`config.mk`:
```
export PLATFORM = sky130hd
export DESIGN_NAME = regfile_bypass
export DESIGN_NICKNAME = d
export VERILOG_FILES = /design/src/rtl/regfile_bypass.sv
export SDC_FILE = /design/constraint.sdc
export NUM_CORES = 1
export LEC_CHECK = 0
export CAP_MARGIN = 40
export CORE_MARGIN = 8
export CORE_UTILIZATION = 35
export DETAILED_ROUTE_END_ITERATION = 8
export DONT_BUFFER_PORTS = 1
export GPL_TIMING_DRIVEN = 0
export PLACE_DENSITY = 0.52
export SYNTH_ARGS = -nofsm -noshare
export SYNTH_HDL_FRONTEND = slang
export SYNTH_SLANG_ARGS = --single-unit
```
`constraint.sdc`:
```
create_clock -name i_clk -period 4.3 [get_ports i_clk]
set_clock_uncertainty 0.2 [all_clocks]
set_input_delay 0.86 -clock i_clk [delete_from_list [all_inputs] [get_ports i_clk]]
set_output_delay 0.86 -clock i_clk [all_outputs]
set_load 0.005 [all_outputs]
```
`src/rtl/regfile_bypass.sv`:
```
// Two-read/one-write register file with write-first bypass and a self-clearing
// start-up sequence that zeroes every entry before accepting traffic.
module regfile_bypass #(
    parameter int XLEN     = 32,
    parameter int NREG     = 32,
    parameter int AW       = 5,
    parameter int ZERO_REG = 1
) (
    input  logic            i_clk,
    input  logic            i_rst_n,
    input  logic            i_wen,
    input  logic [AW-1:0]   i_waddr,
    input  logic [XLEN-1:0] i_wdata,
    input  logic            i_r1en,
    input  logic [AW-1:0]   i_r1addr,
    output logic [XLEN-1:0] o_r1data,
    input  logic            i_r2en,
    input  logic [AW-1:0]   i_r2addr,
    output logic [XLEN-1:0] o_r2data,
    output logic            o_ready
);

    typedef enum logic {
        ST_CLEAR = 1'b0,
        ST_RUN   = 1'b1
    } state_t;

    localparam logic [AW-1:0] LAST_IDX = AW'(NREG - 1);

    state_t            r_state;
    logic [AW-1:0]     r_clr_cnt;
    logic [XLEN-1:0]   r_mem [NREG];
    logic [XLEN-1:0]   r_r1data;
    logic [XLEN-1:0]   r_r2data;
    logic              r_ready;

    logic              w_wr_ok;
    logic [XLEN-1:0]   w_r1_val;
    logic [XLEN-1:0]   w_r2_val;

    // A write is effective unless it targets the hardwired zero register.
    always_comb begin
        w_wr_ok = 1'b0;
        if ((ZERO_REG == 1) && (i_waddr == '0)) begin
            w_wr_ok = 1'b0;
        end else begin
            w_wr_ok = i_wen;
        end
    end

    // Port-1 read value: zero register first, then same-cycle write bypass.
    always_comb begin
        w_r1_val = r_mem[i_r1addr];
        if ((ZERO_REG == 1) && (i_r1addr == '0)) begin
            w_r1_val = '0;
        end else if (w_wr_ok && (i_waddr == i_r1addr)) begin
            w_r1_val = i_wdata;
        end else begin
            w_r1_val = r_mem[i_r1addr];
        end
    end

    // Port-2 read value, identical rules to port 1.
    always_comb begin
        w_r2_val = r_mem[i_r2addr];
        if ((ZERO_REG == 1) && (i_r2addr == '0)) begin
            w_r2_val = '0;
        end else if (w_wr_ok && (i_waddr == i_r2addr)) begin
            w_r2_val = i_wdata;
        end else begin
            w_r2_val = r_mem[i_r2addr];
        end
    end

    // Array storage; the reset edge itself leaves contents untouched.
    always_ff @(posedge i_clk) begin
        if (i_rst_n) begin
            if (r_state == ST_CLEAR) begin
                r_mem[r_clr_cnt] <= '0;
            end else if (w_wr_ok) begin
                r_mem[i_waddr] <= i_wdata;
            end
        end
    end

    // Control FSM and registered read outputs.
    always_ff @(posedge i_clk) begin
        if (!i_rst_n) begin
            r_state   <= ST_CLEAR;
            r_clr_cnt <= '0;
            r_r1data  <= '0;
            r_r2data  <= '0;
            r_ready   <= 1'b0;
        end else begin
            case (r_state)
                ST_CLEAR: begin
                    r_r1data  <= '0;
                    r_r2data  <= '0;
                    r_clr_cnt <= r_clr_cnt + 1'b1;
                    if (r_clr_cnt == LAST_IDX) begin
                        r_state <= ST_RUN;
                        r_ready <= 1'b1;
                    end
                end
                ST_RUN: begin
                    if (i_r1en) begin
                        r_r1data <= w_r1_val;
                    end
                    if (i_r2en) begin
                        r_r2data <= w_r2_val;
                    end
                end
                default: begin
                    r_state   <= ST_CLEAR;
                    r_clr_cnt <= '0;
                    r_ready   <= 1'b0;
                end
            endcase
        end
    end

    assign o_r1data = r_r1data;
    assign o_r2data = r_r2data;
    assign o_ready  = r_ready;

endmodule

```
Yosys cells after proc, flatten, opt, wreduce, memory -nomap -nowiden. Memories as Yosys holds them, arrays and structs flattened. Cells that the tools add are included.

Bitwise logic cells: 1. Reduce and logical (&&, ||, !) cells: 7. Equality and inequality tests: 5. Multiplexer cells: 21. Add/sub/neg operators: 1.

Operators by type and width (count): 2-to-1 mux 32 bit (7); one-hot mux 32 bit (2 select lines) (2); OR reduction 32 bit (1); logical NOT 5 bit (3); 2-to-1 mux 1 bit (11); == test 5 bit (2); adder 5 x 1 -> 5 bit, second input constant (1); == test 5 bit, second input constant (1); 2-to-1 mux 5 bit (1); inequality test 2 bit, second input constant (2); logical AND 1 bit (2); AND reduction 2 bit (1); NOT 1 bit (1).

Memories kept: 1. Input port bits: 52. Output and inout bits: 65. Register bits: 71. RAM bits: 1024. Logic and storage cells: 41.

Memories: r_mem (depth 32, bits a word 32, read ports 2, clocked after memory_dff 0, wr ports 1, RTL line 32) `logic [XLEN-1:0] r_mem [NREG];`.

Longest topological paths before layout.
Depth in word-level cells: 8. Depth in mapped cells: 9. Mapped depth without buffers: 5.

Worst setup path before layout. No wires, ideal clock.

Kind: input port to flip-flop. Start point: in i_waddr[4]. End point: mem r_mem[27][0], enable pin. Library setup time: 0.421 ns. Data required time: 3.679 ns. Stages: 7. Data arrival time: 3.891 ns. Slack: -0.213 ns. Buffers on the path: 2. Path through: buf_2 -> or4_4 -> o211a_4 -> mux2i_2 -> or3b_1 -> buf_2 -> nor2_1.

Cells in the longest elaborated chain, start to end: 8. Elaborated cells on any way between the ends: 9. Those cells by class: mux: 7; reduce/logical: 2.

Ends and longest elaborated chain: from (decl) (RTL line 12) `input logic [AW-1:0] i_waddr,`; logical NOT 5 bit (RTL line 44) `if ((ZERO_REG == 1) && (i_waddr == '0)) begin`; 2-to-1 mux 1 bit (RTL line 44); 2-to-1 mux 1 bit (RTL line 80) `end else if (w_wr_ok) begin`; 2-to-1 mux 1 bit (RTL line 78) `if (r_state == ST_CLEAR) begin`; 2-to-1 mux 1 bit (RTL line 77) `if (i_rst_n) begin`; 2-to-1 mux 1 bit (implied by the code) (RTL line 81) `r_mem[i_waddr] <= i_wdata;`; OR reduction 32 bit (no line); 2-to-1 mux 5 bit (no line) or 2-to-1 mux 1 bit (tied branches); to (decl) (RTL line 32).

Parallel ways exist; a longest one is shown, timed or not.

Final worst setup path.
Start point: in i_r2addr[1]. End point: reg r_r2data[15], in the netlist o_r2data[15].

Cells in the longest elaborated chain, start to end: 6. Elaborated cells on any way between the ends: 8. Those cells by class: eq/ne: 1; mux: 4; reduce/logical: 2; memory: 1.

Ends and longest elaborated chain: from (decl) (RTL line 18) `input logic [AW-1:0] i_r2addr,`; branches (longest 3 deep; another with memory (32 x 32 bit)); 2-to-1 mux 32 bit (*) (RTL line 66) `if ((ZERO_REG == 1) && (i_r2addr == '0)) begin`; 2-to-1 mux 32 bit (*) (RTL line 109) `if (i_r2en) begin`; one-hot mux 32 bit (2 select lines) (*) (RTL line 95) `case (r_state)`; to (signal assigned) (RTL line 110) `r_r2data <= w_r2_val;`; to (decl) (RTL line 34) `logic [XLEN-1:0] r_r2data;`.

Every way passes the cells marked *. The select of a mux whose other input is x is not followed. A chain may end at the register's enable or synchronous reset.

==> qor.yml <==
placed_design:
  portBuffers: 0
  gp_congestion: 0.942
  dpl_worst_slack_ns: -0.377
  hpwl_um: 151000
clocking:
  cts_tree: "yes"
  cts_resized: 0
  numCtsBuffers: 113
  holdBufCountCts: 0
  clockBufferDepth: 3
  cts_sinks: 1095
  h-tree-depth: 3
  clkSlewWorstSetupHoldPaths_ns: 0.06
  cts_setup_buffers: 0
  insertion_delay_ns: 0.76
  cts_root_buf: "clkbuf_16"
yosys:
  synth_common_cells: "edfxtp_1, mux4_2, mux2i_1"
  synth.area.top_cells: "edfxtp_1, mux4_2, mux2i_1"
  syn_inst: 2781
  synth.distinct_cells: 64
  synth_area_per_cell_um2: 18.0
  synth_top_area_cell: "edfxtp_1"
  syn_area_um2: 50000
  synth-seq-cells: 1095
  yosys.area.top_type_share_pct: 61.5
  ys.flop_type: "edfxtp_1"
  yosysMostFrequentCell: "edfxtp_1"
  synth_nets: 2835
  asyncSetResetFlopFracSynth_pct: 0
  synth_edf_count: 1024
  synth_warnings: 0
  seq_area_frac_synth_pct: 64.4
drt:
  dr.pass1.iters: 8
  drtIter0Drc: 5027
  vias_per_cell: 6.53
  wl_per_cell_um: 41.2
  route.detailed.drc: 0
  ant_nets: 0
  wl_um: 207000
  vias: 32800
sta:
  max_freq_ghz: 0.246
  worst_slew_pin_slew_ns: 1.05
  final.setup.tns_ns: 0
  post-route-worst-setup-slack_ns: 0.231
  finalCriticalPeriod_ns: 4.07
  rsz0062_at_grt: "no"
  slew_headroom_pct: 30.0
  setup_viol: 0
  slew_violations: 0
  final-hold-violation-count: 0
  period_share_pct: 94.6
pwr:
  p_per_area_nw_per_um2: 396
  peakVddDrop_mv: 0.337
  p_leak_nw: 17.7
floorplan:
  die-width_um: 394
  fp.dieArea_um2: 155000
  start_util_pct: 35.3
  boundaryPins: 117
  core_um2: 142000
  placementRows: 138
  die_h_um: 394
setup_path:
  end_kind: "flop"
  crit_type: "in2reg"
  worst_setup_path_start_kind: "input port"
  worst-path-max-fanout: 10
  crit_arrival_ns: 4.50
  crit_required_ns: 4.74
  rrSetupSlack_ns: 0.69
run_status:
  status: "finished, final reports clean"
finish:
  final_layout_size_suffix_gt1_share_pct: 29.6
  fillerInstances: 12700
  regArea_um2: 32200
  layout.nets: 3087
  syn2layout_area_growth_pct: 17.1
  multi_input_area_um2: 17000
run:
  drv_cap: 0
global_route:
  grt_pass1_wl_um: 277000
  grt_max_degree: 25
  grt_remaining_overflow: 0
  antenna_found_initial: 5
  track_usage_pct: 25.7
  grt_pass1_vias: 32300
min_path:
  hold_path.class: "in2reg"
per-stage QoR:
step	hold slack, ns	util [%]	power, W	cells	cell area (µm²)
final	0.0419	41.3	0.0232	5026	58500
after global routing	0.0171	41.3	0.0236	5022	58500
after CTS	0.00787	41.3	0.0232	5018	58500
after detailed placement	0.297	38.7	0.0134	4807	54800
after global placement	0.298	37.0	0.0133	4671	52300
after floorplan	0.246	-	0.0126	2781	50000
critical path: stages:
cell and delay [ns]:
buf_2 0.25, buf_2 0.54, buf_2 0.63, clkbuf_1 0.73, o2bb2ai_1 0.14, a221oi_1 0.82, nand2_1 0.24, a31o_1 0.26
cells in the final DEF (no fill, tap or decap), types with 34 or more instances in the layout:
master	synthesis	routed
o21ai_0	41	41
edfxtp_1	1024	1024
clkbuf_16	0	113
nor2_1	84	52
mux4_2	417	417
o22ai_1	74	74
mux2i_1	175	175
o221ai_1	49	49
dfxtp_1	71	71
nand2_1	160	160
buf_12	0	35
a22oi_1	123	123
and2_1	39	39
buf_8	0	60
buf_2	95	98
nand3_1	34	34
clkbuf_1	108	134
power by group:
| group | internal, W | leakage (nW) | switching [W] |
|---|---|---|---|
| combinational | 0.000545 | 6.54 | 0.00111 |
| clock | 0.00559 | 1.81 | 0.00435 |
| sequential | 0.0115 | 9.31 | 0.0000287 |
| total | 0.0177 | 17.7 | 0.00548 |
layer usage:
layer	share of wire (%)	GRT usage, %	vias up
li1	-	-	12400
met1	37	32.7	17500
met2	44	38.5	2493
met3	13	9.41	496
met4	6.4	13.2	0
met5	0	0	-
cells by family after synthesis:
group	Yosys count	synth area share, %
adders and majority gates	2	0.0501
DFF	1095	64.4
AOI/OAI and AO/OA	458	7.07
buffers and inverters	238	2.20
muxes	612	22.8
and+or+nand+nor	364	3.30
xor gates and xnor gates	12	0.210
layout make-up:
type	instances	area share, %
flip-flops and latches	1095	55.0
multi-input cells	1448	29.0
clock buffers	147	5.19
well taps	1890	4.04
repair buffers	137	3.82
plain buffers	236	1.87
clock inverters	64	1.12
diodes	7	0.0299
inverters	2	0.0128
path summary, 6_finish.rpt:
check,from,to,cells past startpoint
worst max register to register,r_state,r_mem[20][3],6
worst max-delay path,i_r2addr[1],o_r2data[15],8
worst min register to register,o_r1data[15],o_r1data[15],2
worst min-delay path,i_wdata[1],o_r2data[1],2
registers in the layout (all words and copies together), names as in the netlist:
name and flops:
r_mem 1024, o_r1data 32, o_r2data 32, r_clr_cnt 5, o_ready 1, r_state 1
(Power assumes the default switching activity.)
